### config.mk
export PLATFORM = sky130hd
export DESIGN_NAME = box_filter_nxn_flat
export DESIGN_NICKNAME = d
export VERILOG_FILES = /design/src/rtl/box_filter_nxn_if.sv /design/src/rtl/box_filter_nxn.sv /design/src/flat_wrapper.sv
export SDC_FILE = /design/constraint.sdc
export NUM_CORES = 1
export LEC_CHECK = 0
export CAP_MARGIN = 10
export CORE_UTILIZATION = 35
export DETAILED_ROUTE_END_ITERATION = 8
export PLACE_DENSITY = 0.61
export RECOVER_POWER = 50
export SYNTH_ARGS = -nofsm -noshare
export SYNTH_HDL_FRONTEND = slang
export SYNTH_SLANG_ARGS = --single-unit
### constraint.sdc
create_clock -name clock -period 18.1 [get_ports clock]
set_input_delay 1.81 -clock clock [delete_from_list [all_inputs] [get_ports clock]]
set_output_delay 1.81 -clock clock [all_outputs]
set_load 0.005 [all_outputs]
### src/rtl/box_filter_nxn_if.sv
// Box filter memory-side bus.
// Groups the source-image read port and the result write port of the filter.
//   oImageCol/oImageRow : source pixel address driven by the filter
//   iImageData          : source pixel data, valid one cycle after its address
//   oResultCol/Row/Data : registered result pixel and its position
//   oResultWren         : one-cycle result write strobe
// Modports: master = filter side, slave = memory / result sink side.
interface box_filter_nxn_if #(
    parameter int WIDTH_BITS  = 8,
    parameter int HEIGHT_BITS = 8
);
    logic [WIDTH_BITS-1:0]  oImageCol;
    logic [HEIGHT_BITS-1:0] oImageRow;
    logic [7:0]             iImageData;
    logic [WIDTH_BITS-1:0]  oResultCol;
    logic [HEIGHT_BITS-1:0] oResultRow;
    logic [7:0]             oResultData;
    logic                   oResultWren;

    modport master (
        output oImageCol, oImageRow,
        input  iImageData,
        output oResultCol, oResultRow, oResultData, oResultWren
    );

    modport slave (
        input  oImageCol, oImageRow,
        output iImageData,
        input  oResultCol, oResultRow, oResultData, oResultWren
    );
endinterface

### src/rtl/box_filter_nxn.sv
// KSIZE x KSIZE box (mean) filter over a WIDTH x HEIGHT 8-bit image.
// One tap is fetched per cycle; each output pixel takes KSIZE*KSIZE+2 cycles.
// Ports:
//   clock, not_reset : clock and asynchronous active-low reset
//   iStart           : start pulse, honoured only in IDLE
//   iZeroBorder      : 0 = clamp-to-edge, 1 = zero padding (latched at start)
//   oBusy            : high while a frame is in progress
//   oDone            : one-cycle pulse after the last result write
//   bus              : image read / result write bus (master side)
//
// state | meaning
// ------+---------------------------------------------------------------
// IDLE  | waiting for iStart
// READ  | presenting KSIZE*KSIZE tap addresses, accumulating prior taps
// DRAIN | accumulating the final tap, computing the mean
// WRITE | result strobe for the current pixel, accumulator cleared
// DONE  | oDone pulse, then back to IDLE
module box_filter_nxn #(
    parameter int WIDTH_BITS  = 8,
    parameter int HEIGHT_BITS = 8,
    parameter int WIDTH       = 2**WIDTH_BITS,
    parameter int HEIGHT      = 2**HEIGHT_BITS,
    parameter int KSIZE       = 3          // 3, 5 or 7
) (
    input  logic               clock,
    input  logic               not_reset,
    input  logic               iStart,
    input  logic               iZeroBorder,
    output logic               oBusy,
    output logic               oDone,
    box_filter_nxn_if.master   bus
);
    localparam int K2 = KSIZE * KSIZE;
    localparam int R  = (KSIZE - 1) / 2;
    localparam int TW = $clog2(KSIZE);
    localparam int AW = 8 + $clog2(K2);
    localparam int CW = WIDTH_BITS + 2;
    localparam int RW = HEIGHT_BITS + 2;

    localparam logic signed [CW-1:0] COL_MAX = CW'(WIDTH - 1);
    localparam logic signed [RW-1:0] ROW_MAX = RW'(HEIGHT - 1);

    typedef enum logic [2:0] {IDLE, READ, DRAIN, WRITE, DONE} state_t;

    state_t                 state;
    logic [WIDTH_BITS-1:0]  col;
    logic [HEIGHT_BITS-1:0] row;
    logic [TW-1:0]          tx;
    logic [TW-1:0]          ty;
    logic [AW-1:0]          acc;
    logic                   zero_mode;
    logic                   tap_vld;
    logic                   in_rng_d;

    logic [WIDTH_BITS-1:0]  res_col;
    logic [HEIGHT_BITS-1:0] res_row;
    logic [7:0]             res_data;
    logic                   res_wren;

    logic signed [CW-1:0]   tap_col;
    logic signed [RW-1:0]   tap_row;
    logic                   tap_in_range;
    logic [WIDTH_BITS-1:0]  img_col;
    logic [HEIGHT_BITS-1:0] img_row;
    logic [7:0]             tap_val;
    logic [AW-1:0]          sum_next;
    logic                   last_pixel;

    // Tap coordinates are kept signed and two bits wider so that offsets of
    // up to +/-R around any pixel are representable before clamping.
    always_comb begin
        tap_col = $signed({2'b00, col}) + $signed(CW'(tx)) - $signed(CW'(R));
        tap_row = $signed({2'b00, row}) + $signed(RW'(ty)) - $signed(RW'(R));

        tap_in_range = !tap_col[CW-1] && (tap_col <= COL_MAX) &&
                       !tap_row[RW-1] && (tap_row <= ROW_MAX);

        img_col = tap_col[WIDTH_BITS-1:0];
        if (tap_col[CW-1])
            img_col = '0;
        else if (tap_col > COL_MAX)
            img_col = WIDTH_BITS'(WIDTH - 1);

        img_row = tap_row[HEIGHT_BITS-1:0];
        if (tap_row[RW-1])
            img_row = '0;
        else if (tap_row > ROW_MAX)
            img_row = HEIGHT_BITS'(HEIGHT - 1);
    end

    // Data returns one cycle after its address, so the range flag is taken
    // from the previous cycle's tap.
    always_comb begin
        tap_val  = (zero_mode && !in_rng_d) ? 8'd0 : bus.iImageData;
        sum_next = acc + AW'(tap_val);
    end

    assign last_pixel = (col == WIDTH_BITS'(WIDTH - 1)) &&
                        (row == HEIGHT_BITS'(HEIGHT - 1));

    assign bus.oImageCol   = img_col;
    assign bus.oImageRow   = img_row;
    assign bus.oResultCol  = res_col;
    assign bus.oResultRow  = res_row;
    assign bus.oResultData = res_data;
    assign bus.oResultWren = res_wren;

    always_ff @(posedge clock or negedge not_reset) begin
        if (!not_reset) begin
            state     <= IDLE;
            col       <= '0;
            row       <= '0;
            tx        <= '0;
            ty        <= '0;
            acc       <= '0;
            zero_mode <= 1'b0;
            tap_vld   <= 1'b0;
            in_rng_d  <= 1'b0;
            res_col   <= '0;
            res_row   <= '0;
            res_data  <= '0;
            res_wren  <= 1'b0;
            oBusy     <= 1'b0;
            oDone     <= 1'b0;
        end else begin
            res_wren <= 1'b0;
            oDone    <= 1'b0;
            tap_vld  <= (state == READ);
            in_rng_d <= tap_in_range;

            if (tap_vld)
                acc <= sum_next;

            case (state)
                IDLE: begin
                    if (iStart) begin
                        state     <= READ;
                        col       <= '0;
                        row       <= '0;
                        tx        <= '0;
                        ty        <= '0;
                        acc       <= '0;
                        zero_mode <= iZeroBorder;
                        oBusy     <= 1'b1;
                    end
                end
                READ: begin
                    if (tx == TW'(KSIZE - 1)) begin
                        tx <= '0;
                        if (ty == TW'(KSIZE - 1)) begin
                            ty    <= '0;
                            state <= DRAIN;
                        end else begin
                            ty <= ty + TW'(1);
                        end
                    end else begin
                        tx <= tx + TW'(1);
                    end
                end
                DRAIN: begin
                    // Final tap is folded in here, so the mean uses sum_next.
                    state    <= WRITE;
                    res_wren <= 1'b1;
                    res_col  <= col;
                    res_row  <= row;
                    res_data <= 8'(sum_next / AW'(K2));
                end
                WRITE: begin
                    acc <= '0;
                    if (last_pixel) begin
                        state <= DONE;
                        oBusy <= 1'b0;
                        oDone <= 1'b1;
                    end else begin
                        state <= READ;
                        if (col == WIDTH_BITS'(WIDTH - 1)) begin
                            col <= '0;
                            row <= row + HEIGHT_BITS'(1);
                        end else begin
                            col <= col + WIDTH_BITS'(1);
                        end
                    end
                end
                DONE: begin
                    state <= IDLE;
                    col   <= '0;
                    row   <= '0;
                end
                default: state <= IDLE;
            endcase
        end
    end
endmodule

### src/flat_wrapper.sv
// flat-port wrapper written by rule: the top's interface ports become plain ports
module box_filter_nxn_flat 
#(
    parameter int WIDTH_BITS  = 8,
    parameter int HEIGHT_BITS = 8,
    parameter int WIDTH       = 2**WIDTH_BITS,
    parameter int HEIGHT      = 2**HEIGHT_BITS,
    parameter int KSIZE       = 3                      
)
  (clock, not_reset, iStart, iZeroBorder, oBusy, oDone, bus_oImageCol, bus_oImageRow, bus_iImageData, bus_oResultCol, bus_oResultRow, bus_oResultData, bus_oResultWren);
  box_filter_nxn_if #(.WIDTH_BITS(WIDTH_BITS), .HEIGHT_BITS(HEIGHT_BITS)) bus_i ();
  input  logic clock;
  input  logic not_reset;
  input  logic iStart;
  input  logic iZeroBorder;
  output logic oBusy;
  output logic oDone;
  output wire logic [$bits(bus_i.oImageCol)-1:0] bus_oImageCol;
  output wire logic [$bits(bus_i.oImageRow)-1:0] bus_oImageRow;
  input wire logic [$bits(bus_i.iImageData)-1:0] bus_iImageData;
  output wire logic [$bits(bus_i.oResultCol)-1:0] bus_oResultCol;
  output wire logic [$bits(bus_i.oResultRow)-1:0] bus_oResultRow;
  output wire logic [$bits(bus_i.oResultData)-1:0] bus_oResultData;
  output wire logic [$bits(bus_i.oResultWren)-1:0] bus_oResultWren;
  assign bus_oImageCol = bus_i.oImageCol;
  assign bus_oImageRow = bus_i.oImageRow;
  assign bus_i.iImageData = bus_iImageData;
  assign bus_oResultCol = bus_i.oResultCol;
  assign bus_oResultRow = bus_i.oResultRow;
  assign bus_oResultData = bus_i.oResultData;
  assign bus_oResultWren = bus_i.oResultWren;
  box_filter_nxn #(.WIDTH_BITS(WIDTH_BITS), .HEIGHT_BITS(HEIGHT_BITS), .WIDTH(WIDTH), .HEIGHT(HEIGHT), .KSIZE(KSIZE)) u_core (.clock(clock), .not_reset(not_reset), .iStart(iStart), .iZeroBorder(iZeroBorder), .oBusy(oBusy), .oDone(oDone), .bus(bus_i));
endmodule
## Yosys cells after proc, flatten, opt, wreduce, memory -nomap -nowiden

Cells that the tools add are included.

- Logic and storage cells: 94
- Output and inout port bits: 43
- Register bits after elaboration: 65
- Input port bits: 12

- Mux-type cells: 32
- Div/mod/pow operators: 1
- $add $sub $neg: 9
- $lt $le $gt $ge: 4
- Equality and inequality tests: 14
- Reduce and logical (&&, ||, !) cells: 19

Operators with widths:

| kind | number |
|---|---|
| two-way mux 8 bit | 10 |
| one-hot mux 8 bit (3 select lines) | 2 |
| two-way mux 12 bit | 2 |
| one-hot mux 12 bit (2 select lines) | 1 |
| > comparator 10 x 9 -> 1 bit, second input constant | 2 |
| less-or-equal comparator 10 x 9 -> 1 bit, second input constant | 2 |
| subtractor 10 x 2 -> 10 bit, second input constant | 2 |
| adder 8 x 2 -> 9 bit | 2 |
| adder 8 x 1 -> 8 bit, second input constant | 2 |
| == test 8 bit, second input constant | 2 |
| adder 12 x 8 -> 12 bit | 1 |
| divider 12 x 4 -> 12 bit, second input constant | 1 |
| two-way mux 3 bit | 4 |
| one-hot mux 3 bit (4 select lines) | 1 |
| AND reduction 3 bit | 4 |
| two-way mux 2 bit | 4 |
| != test 2 bit, second input constant | 4 |
| one-hot mux 2 bit (2 select lines) | 2 |
| == test 3 x 2 -> 1 bit, second input constant | 2 |
| logical AND 1 bit | 5 |
| two-way mux 1 bit | 5 |
| adder 2 x 1 -> 2 bit, second input constant | 2 |
| == test 2 bit, second input constant | 2 |
| != test 2 x 1 -> 1 bit, second input constant | 2 |
| 9 further kinds | 13 |

## Longest topological paths before layout

Gate-level depths: netlist (run 1).

- Depth in word-level cells: 7
- Depth in mapped cells: 28
- Mapped depth without buffers: 26

## Least setup slack after synthesis (run 1)

OpenSTA, ideal clock, no wires.

- Kind: input -> register
- Start point: in bus_iImageData[0]
- End point: reg u_core.res_data[0], in the netlist u_core.bus.oResultData[0]
- Arrival: 6976 ps
- Path buffers: 2
- Stages: 27
- Setup slack: 10998 ps
- Data required time: 17974 ps
- Setup time: 126 ps
- Cell sequence: and2_1 ha_1 inv_1 fa_1 nand2b_1 a21o_1 a41oi_1 and2_1 buf_2 nand2_1 a211oi_1 o22ai_2 o31ai_4 or2_1 buf_2 o311ai_0 o22a_1 nor4_4 xnor2_1 inv_1 ha_1 nor3_1 o21ai_0 o22ai_1 a221oi_1 or3_1 a221o_1

- Longest elaborated chain between the ends: 3

RTL lines:

| what | line | source |
|---|---|---|
| start: declaration | flat_wrapper.sv:20 | `input wire logic [$bits(bus_i.iImageData)-1:0] bus_iImageData;` |
| two-way mux 8 bit | box_filter_nxn.sv:94 | `tap_val = (zero_mode && !in_rng_d) ? 8'd0 : bus.iImageData;` |
| adder 12 x 8 -> 12 bit | box_filter_nxn.sv:95 | `sum_next = acc + AW'(tap_val);` |
| divider 12 x 4 -> 12 bit | box_filter_nxn.sv:166 | `res_data <= 8'(sum_next / AW'(K2));` |
| end signal: assignment | box_filter_nxn.sv:166 |  |
| end: declaration | box_filter_nxn.sv:57 | `logic [7:0] res_data;` |

No other way between the ends.
A chain may end at the register's enable or synchronous reset.

## Worst setup path in the final report (run 1)

Same ends and word-level chain as after synthesis.

==> results by stage, run 1 <==
Finish:
- The summed area of non-filler cells in the final layout is 0.00636 mm2.
- In the layout the commonest cells are nand2_1, nor2_1, dfrtp_1, clkdlybuf4s50_1, a21oi_1.
- The count of non-filler cells in the finished layout is 900.
- The number of diodes is 0.
- Compared with the post-synthesis result, the final layout area differs by 18.3%.
- Of the cells placed in the final design, the portion with a size suffix greater than 1 is 6.98%.
- The final net count is 744.
- The leading cell type in the layout, fill and taps excluded is nand2_1.

Routing:
- The count of TritonRoute iterations in the first routing pass is 5.
- The final routed wirelength across all metal layers is 14800 um.
- The detailed router placed 5146 vias in this run.
- After the first detailed-routing iteration, the DRC count stood at 547.
- The post-route DRC violation count is 0.
- The count of nets left with antenna violations once routing finished came out at 0.
- In the final routed layout, each cell accounts on average for 16.4 um.
- The detail-routed via count per cell is 5.72.

Clock network:
- Once the clock tree was built, the setup fixing pass inserted 0 buffers.
- The H-tree was split into 3 levels.
- The clock-pin slew on the worst setup and hold paths is 0.06 ns.
- The tree built by TritonCTS fans out to 65 sinks.
- The TritonCTS clock tree is yes.
- The clock insertion delay at the later pin of the skew report is 0.34 ns.
- The CTS buffer count is 9.
- The buffer cell driving the clock tree root is clkbuf_16.
- Hold repair after CTS inserted 0 buffers.
- The maximum buffer depth of the clock tree is 2.
- After clock tree synthesis, the repair step resized 0 gates.

Synthesis:
- Of the synthesized area, sequential elements account for 30.2%.
- The dominant cell type by area after synthesis is dfrtp_1.
- The synthesized netlist net count is 705.
- The top-area cell type share of the netlist area is 30.2%.
- In the synthesized netlist the async set-or-reset flop fraction comes to 100%.
- The distinct cell type count after synthesis is 80.
- The number of register bits inferred by synthesis is 65.
- Ranked by total cell area, the synthesized netlist is headed by dfrtp_1, nand2_1, nor2_1.
- The synthesized netlist occupies a cell area of 0.00538 mm2.
- The cell count after synthesis is 672.
- The number of synthesized flops with an enable pin is 0.
- The post-synthesis area per instance is 8.00 um2.
- For this run, the number of Yosys warnings is 0.
- Among all flip-flop cells after synthesis, the most frequent one is dfrtp_1.

Floorplanning:
- The region available for standard cell placement spans 0.0148 mm2.
- The number of top-level pins is 55.
- The die is 126 um tall.
- The starting density of the core is 36.4%.
- The die outline width is 126 um.
- The placement row count is 44.
- The die covers 0.0159 mm2.

Placed design:
- The instance count after placement with tap cells included is 884.
- The number of port buffers is 54.
- The total cell area at the placement stage is 0.00604 mm2.
- The post-DP HPWL is 10800 um.
- The routability-driven placement congestion ratio is 0.911.

STA:
- The measured slew at the worst slew-check pin is 3.66 ns.
- Setup violations remaining at the end of the flow were counted as 0.
- The post-layout minimum cycle time is 8.23 ns.
- The total negative slack is 0 ns.
- The count of endpoints failing hold in the final timing report is 0.
- The maximum clock skew at final layout is 0.00512 ns.
- For this run, the top clock speed supported by timing is 122 MHz.
- The worst path uses 45.5% of the clock period.
- Measured against its own limit, the worst slew margin works out to -144%.
- The count of pins over their slew limit is 96.
- Hold timing on the final database bottoms out at a slack of 0.473 ns.
- Setup repair after global routing left no endpoint under its margin.

Worst setup path:
- Counting cells, the worst reg-to-reg path comes to 24.
- The arrival time of the worst setup path is 8.45 ns.
- The highest fanout seen on the critical path is 10.
- STA puts the critical path data required time at 18.32 ns.
- The setup check on the worst reg-to-reg path leaves a slack of 11.12 ns.
- STA classifies the critical path endpoint as a flop.
- The critical path is of the in -> reg type.
- STA classifies the critical path startpoint as a primary input.
- The source of the critical timing path is bus_iImageData[0].
- The start of the worst register-to-register path is u_core.in_rng_d.

Outcome:
- The final reports fail on max-capacitance violations, max-slew violations.
- The flow ran to the end, but the final reports show violations.

Global routing:
- The first global-routing pass estimated 24700 um of wire.
- The number of antenna violations at the first check in global routing was 0.
- The total global routing overflow is 0.
- The pin count of the biggest net entering global routing is 66.
- Global routing used 19.2% of the available tracks across all layers.
- The number of global-route vias before repair was 5087.

Hold path:
- The path class of the lowest-slack min-delay path is reg -> reg.
- The worst hold path passes through 2 cells.
- The startpoint of the most critical hold path is u_core.bus.oResultRow[5].

Flow run:
- The max-cap check violation count is 2.
-- final timing paths --
kind,end
worst max register to register,u_core.bus.oResultData[0]
worst max-delay path,u_core.bus.oResultData[0]
worst min-delay path,u_core.bus.oResultRow[5]
worst min register to register,u_core.bus.oResultRow[5]
max in group asynchronous,u_core.row[6]
min in group asynchronous,u_core.bus.oResultCol[4]
-- worst max-delay path, cell delays in order --
cell             delay (ns)
clkdlybuf4s50_1        0.48
and2_1                 0.13
ha_1                   0.19
inv_1                  0.07
fa_1                   0.40
nand2b_1               0.20
a21oi_1                0.39
nor3_1                 0.22
a211oi_4               0.44
or2_2                  0.24
o22ai_1                0.09
a221oi_2               0.39
a2bb2oi_1              0.25
a21oi_1                0.38
nor2_1                 0.20
a32o_1                 0.34
nor4_4                 0.44
xnor2_1                0.24
inv_1                  0.12
ha_1                   0.26
nor3_1                 0.19
o21ai_0                0.12
o22ai_1                0.16
a221oi_1               0.06
or3_1                  0.32
a221o_1                0.29
-- layer usage --
layer	share of wire, %	GRT usage (%)	wire length [um]	up-vias
met1	46	24.3	6780	2451
li1	-	-	-	2514
met4	2.9	8.50	428	0
met2	47	32.9	7000	146
met3	3.7	2.29	544	35
met5	0	0	0	-
-- logic make-up after synthesis --
group / count (synthesis) / synth area share (%)
adder cells (fa/ha/maj): 22 / 5.49
AO/OA/AOI/OAI: 193 / 25.7
AND/OR/NAND/NOR: 294 / 26.5
buffers and inverters: 48 / 3.68
flip-flops: 65 / 30.2
XOR/XNOR: 43 / 7.00
multiplexers: 7 / 1.33
-- per-stage QoR --
stage	setup slack [ns]	util, %
final	9.87	43.1
after global routing	9.34	43.1
after CTS	9.97	43.2
after detailed placement	9.65	41.0
after global placement	9.60	41.0
after floorplan	11.00	-
-- final cells by class --
cell class / count / area [um2]
Fill cell: 1489 / 8390
Timing Repair Buffer: 58 / 558
Sequential cell: 65 / 1630
Inverter: 18 / 67.6
Clock buffer: 10 / 239
Clock inverter: 6 / 88.8
Multi-Input combinational cell: 559 / 3550
Tap cell: 184 / 230
-- sequential cells by signal, summed over array words and instances, names as in the netlist --
name,flops
u_core.acc,12
u_core.bus.oResultCol,8
u_core.bus.oResultData,8
u_core.bus.oResultRow,8
u_core.col,8
u_core.row,8
u_core.state,3
u_core.tx,2
u_core.ty,2
u_core.bus.oResultWren,1
u_core.in_rng_d,1
u_core.oBusy,1
u_core.oDone,1
u_core.tap_vld,1
u_core.zero_mode,1
-- cells in the mapped netlist, types with 7 or more instances --
library cell  count
nor3_1           22
o21ai_1           7
o21ai_0          36
nor2b_1           7
dfrtp_1          65
nor2_1           67
o31ai_1           8
a211oi_1         10
nand2b_1          7
o211ai_1         11
a21oi_1          42
nand2_1         105
xor2_1           19
buf_2             8
nand4_1           9
and3_1           15
xnor2_1          24
clkbuf_1         20
nand3_1          18
a21o_1           11
and2_1           15
inv_1            18
ha_1             18
Power of run 1 is left out: the tool's default activity adds up to more than one toggle a clock period on the data nets, which glitch-free logic cannot reach.
==> inputs of run 2 (changes only) <==
Clock period 18.1 ns to 8.5 ns, I/O delays scaled along.
==> run 2 against run 1 <==
The run still ends with max-capacitance violations, max-slew violations left. Final area is 0.37% lower. Worst hold slack better by 0.0011 ns. First-iteration DRC count is 14% lower. Sequential share of layout area is 0.096 points higher. Global-route usage is 0.097 points lower. Routed wire length is 0.18% lower. Non-clock buffer count stayed put. Critical path type unchanged.
==> results by stage, run 2 (synthesized netlist as in run 1, its figures left out) <==
Hold path:
- The path class of the lowest-slack min-delay path is reg -> reg.
- The startpoint of the most critical hold path is u_core.bus.oResultRow[5].

Finish:
- The final standard cell utilization of the core is 43.0%.
- Compared with the post-synthesis result, the final layout area differs by 17.9%.
- In the layout the commonest cells are nand2_1, nor2_1, dfrtp_1, clkdlybuf4s50_1, a21oi_1.
- The leading cell type in the layout, fill and taps excluded is nand2_1.
- In the final design database the tool counted 744 nets.
- Cells with a size suffix above 1 make up 6.98% of the layout.
- The number of diodes is 0.
- The number of flip-flops in the largest register is 12.
- The register with the highest flop count is u_core.acc.

Floorplanning:
- The number of top-level pins is 55.
- The placeable core region is 0.0148 mm2.
- The vertical extent of the die is 126 um.
- Row generation in the floorplan step produced 44 rows.
- The die outline width is 126 um.
- The starting density of the core is 36.4%.
- The total die area is 0.0159 mm2.

Global routing:
- The pin count of the biggest net entering global routing is 66.
- The total overflow left after global routing is 0.
- Global routing used 19.1% of the available tracks across all layers.
- The first global-routing pass estimated 24600 um of wire.
- The number of global-route vias before repair is 5098.
- The number of antenna violations at the first check in global routing came to 0.

Worst setup path:
- The number of cells on the worst reg-to-reg path is 26.
- Counting both buffers and inverters, the worst setup path holds a total of 3.
- The type of origin of the critical path is a primary input.
- The critical path runs through a total of 26 cells.
- The delay contributed by the slowest stage of the critical path is 0.48 ns.
- The startpoint identified for the worst register-to-register timing path is u_core.zero_mode.
- The endpoint identified for the worst register-to-register timing path is u_core.bus.oResultData[0].
- The category of the critical setup timing path is in -> reg.
- On the critical path the largest part of the delay comes from compound AO/OA/AOI/OAI gates.
- For flop-to-flop paths, the worst setup slack is 1.49 ns.
- STA puts the critical path data arrival time at 7.55 ns.
- The slowest stage cell on the critical path is clkdlybuf4s50_1.
- Tracing the worst setup path back leads to its startpoint at bus_iImageData[0].
- The endpoint kind of the worst setup timing path is a flop.
- The highest fanout seen on the critical path is 10.
- The timing endpoint of the critical path is u_core.bus.oResultData[0].
- The data required time of the worst path is 8.72 ns.

STA:
- The total negative slack is 0 ns.
- The highest clock rate is 136 MHz.
- The count of pins over their slew limit is 66.
- The final critical path takes up 86.2% of the cycle.
- Setup repair after global routing left no endpoint under its margin.
- Counting I/O delays and the setup requirement, the final critical path takes 7.33 ns.
- The measured slew at the worst slew-check pin is 3.57 ns.
- Headroom to the max-slew limit came out at -138%.
- The count of endpoints failing hold in the final timing report is 0.
- The maximum clock skew at final layout is 0.00657 ns.
- The final setup violation count is 0.

Clock network:
- Clock tree synthesis inserted a total of 9 buffers.
- The tree is rooted in a clkbuf_16.
- The later pin in the worst-skew pair is clocked with a latency of 0.34 ns.
- The number of post-CTS setup repair buffers is 0.
- The H-tree depth is 3.
- In this run, post-CTS hold repair placed 0 buffers.
- Clock-pin slew was measured on the worst setup and hold paths at 0.06 ns.
- The count of cells resized by post-cts repair is 0.
- The TritonCTS clock tree is yes.
- Counting every sink on the clock net gives 65.
- The clock passes through at most 2 buffers.

Routing:
- The routed design uses 584 um of met3 wire.
- After detailed routing, the number of remaining DRC violations is 0.
- The length of routed wiring on met1 is 6670 um.
- The first routing iteration left 473 violations.
- The remaining antenna violation count is 0.
- The number of vias after detailed routing is 5137.
- The top routing layer in use is met4.
- After detailed routing, the number of vias per cell comes to 5.71.
- The sum of met2 wire segment lengths after detailed routing is 7140 um.
- The pre-antenna-repair detailed-routing pass consisted of 5 iterations.
- The final routed wire length divided by cell count is 16.4 um.
- The final routed wirelength across all metal layers is 14700 um.

Placed design:
- The routability-driven placement congestion ratio is 0.911.
- Detailed placement ended at an HPWL of 10800 um.
- The number of port buffers is 54.

Outcome:
- The final reports fail on max-capacitance violations, max-slew violations.
- The run finished, with violations left.

Flow run:
- The max-cap check violation count is 1.
run 2: cell count changes in the layout (fill, tap and decap cells not counted), sizes merged:
cell / before / now
bufinv: 2 / 1
clkbuf: 12 / 11
clkdlybuf4s50: 53 / 52
clkinv: 1 / 5
clkinvlp: 2 / 0
dlygate4sd3: 0 / 1
run 2: per-layer routing:
layer,vias up,track usage (%)
met3,29,2.51
li1,2497,-
met5,-,0
met2,152,33.3
met1,2459,23.8
met4,0,7.80
run 2: worst reg2reg max path: cells and delay by family (launching register included):
kind,cells,cell delay [ns]
flops,1,0.37
compound gates,11,3.08
xor+xnor,1,0.25
buf+inv,2,0.18
simple gates,9,2.16
fa+ha+maj,3,0.85
run 2: worst min path at each step:
stage | slack (ns) | cells after the start | end
floorplan | 0.46 | 2 | u_core.bus.oResultData[5]
global placement | 0.46 | 2 | u_core.bus.oResultData[5]
detailed placement | 0.46 | 2 | u_core.bus.oResultRow[5]
CTS | 0.48 | 2 | u_core.bus.oResultRow[5]
global route | 0.50 | 2 | u_core.bus.oResultRow[5]
finish | 0.47 | 2 | u_core.bus.oResultRow[5]
run 2: layout make-up:
class,count,area [um2]
tap,184,230
sequential,65,1630
timing repair buffer,58,558
inverter,18,67.6
clock inverter,7,78.8
fill,1483,8410
clock buffer,9,225
multi-input combinational,559,3550
run 2: per-stage QoR:
stage               setup WS [ns]  instance area (um2)  hold slack (ns)  cells
CTS                          1.27                 6350            0.478    900
global placement            0.963                 6040            0.457    884
detailed placement          0.960                 6040            0.463    884
global route                0.636                 6340            0.500    900
floorplan                    2.36                 5380            0.463    672
finish                       1.17                 6340            0.474    900
Power of run 2 is left out for the same reason.
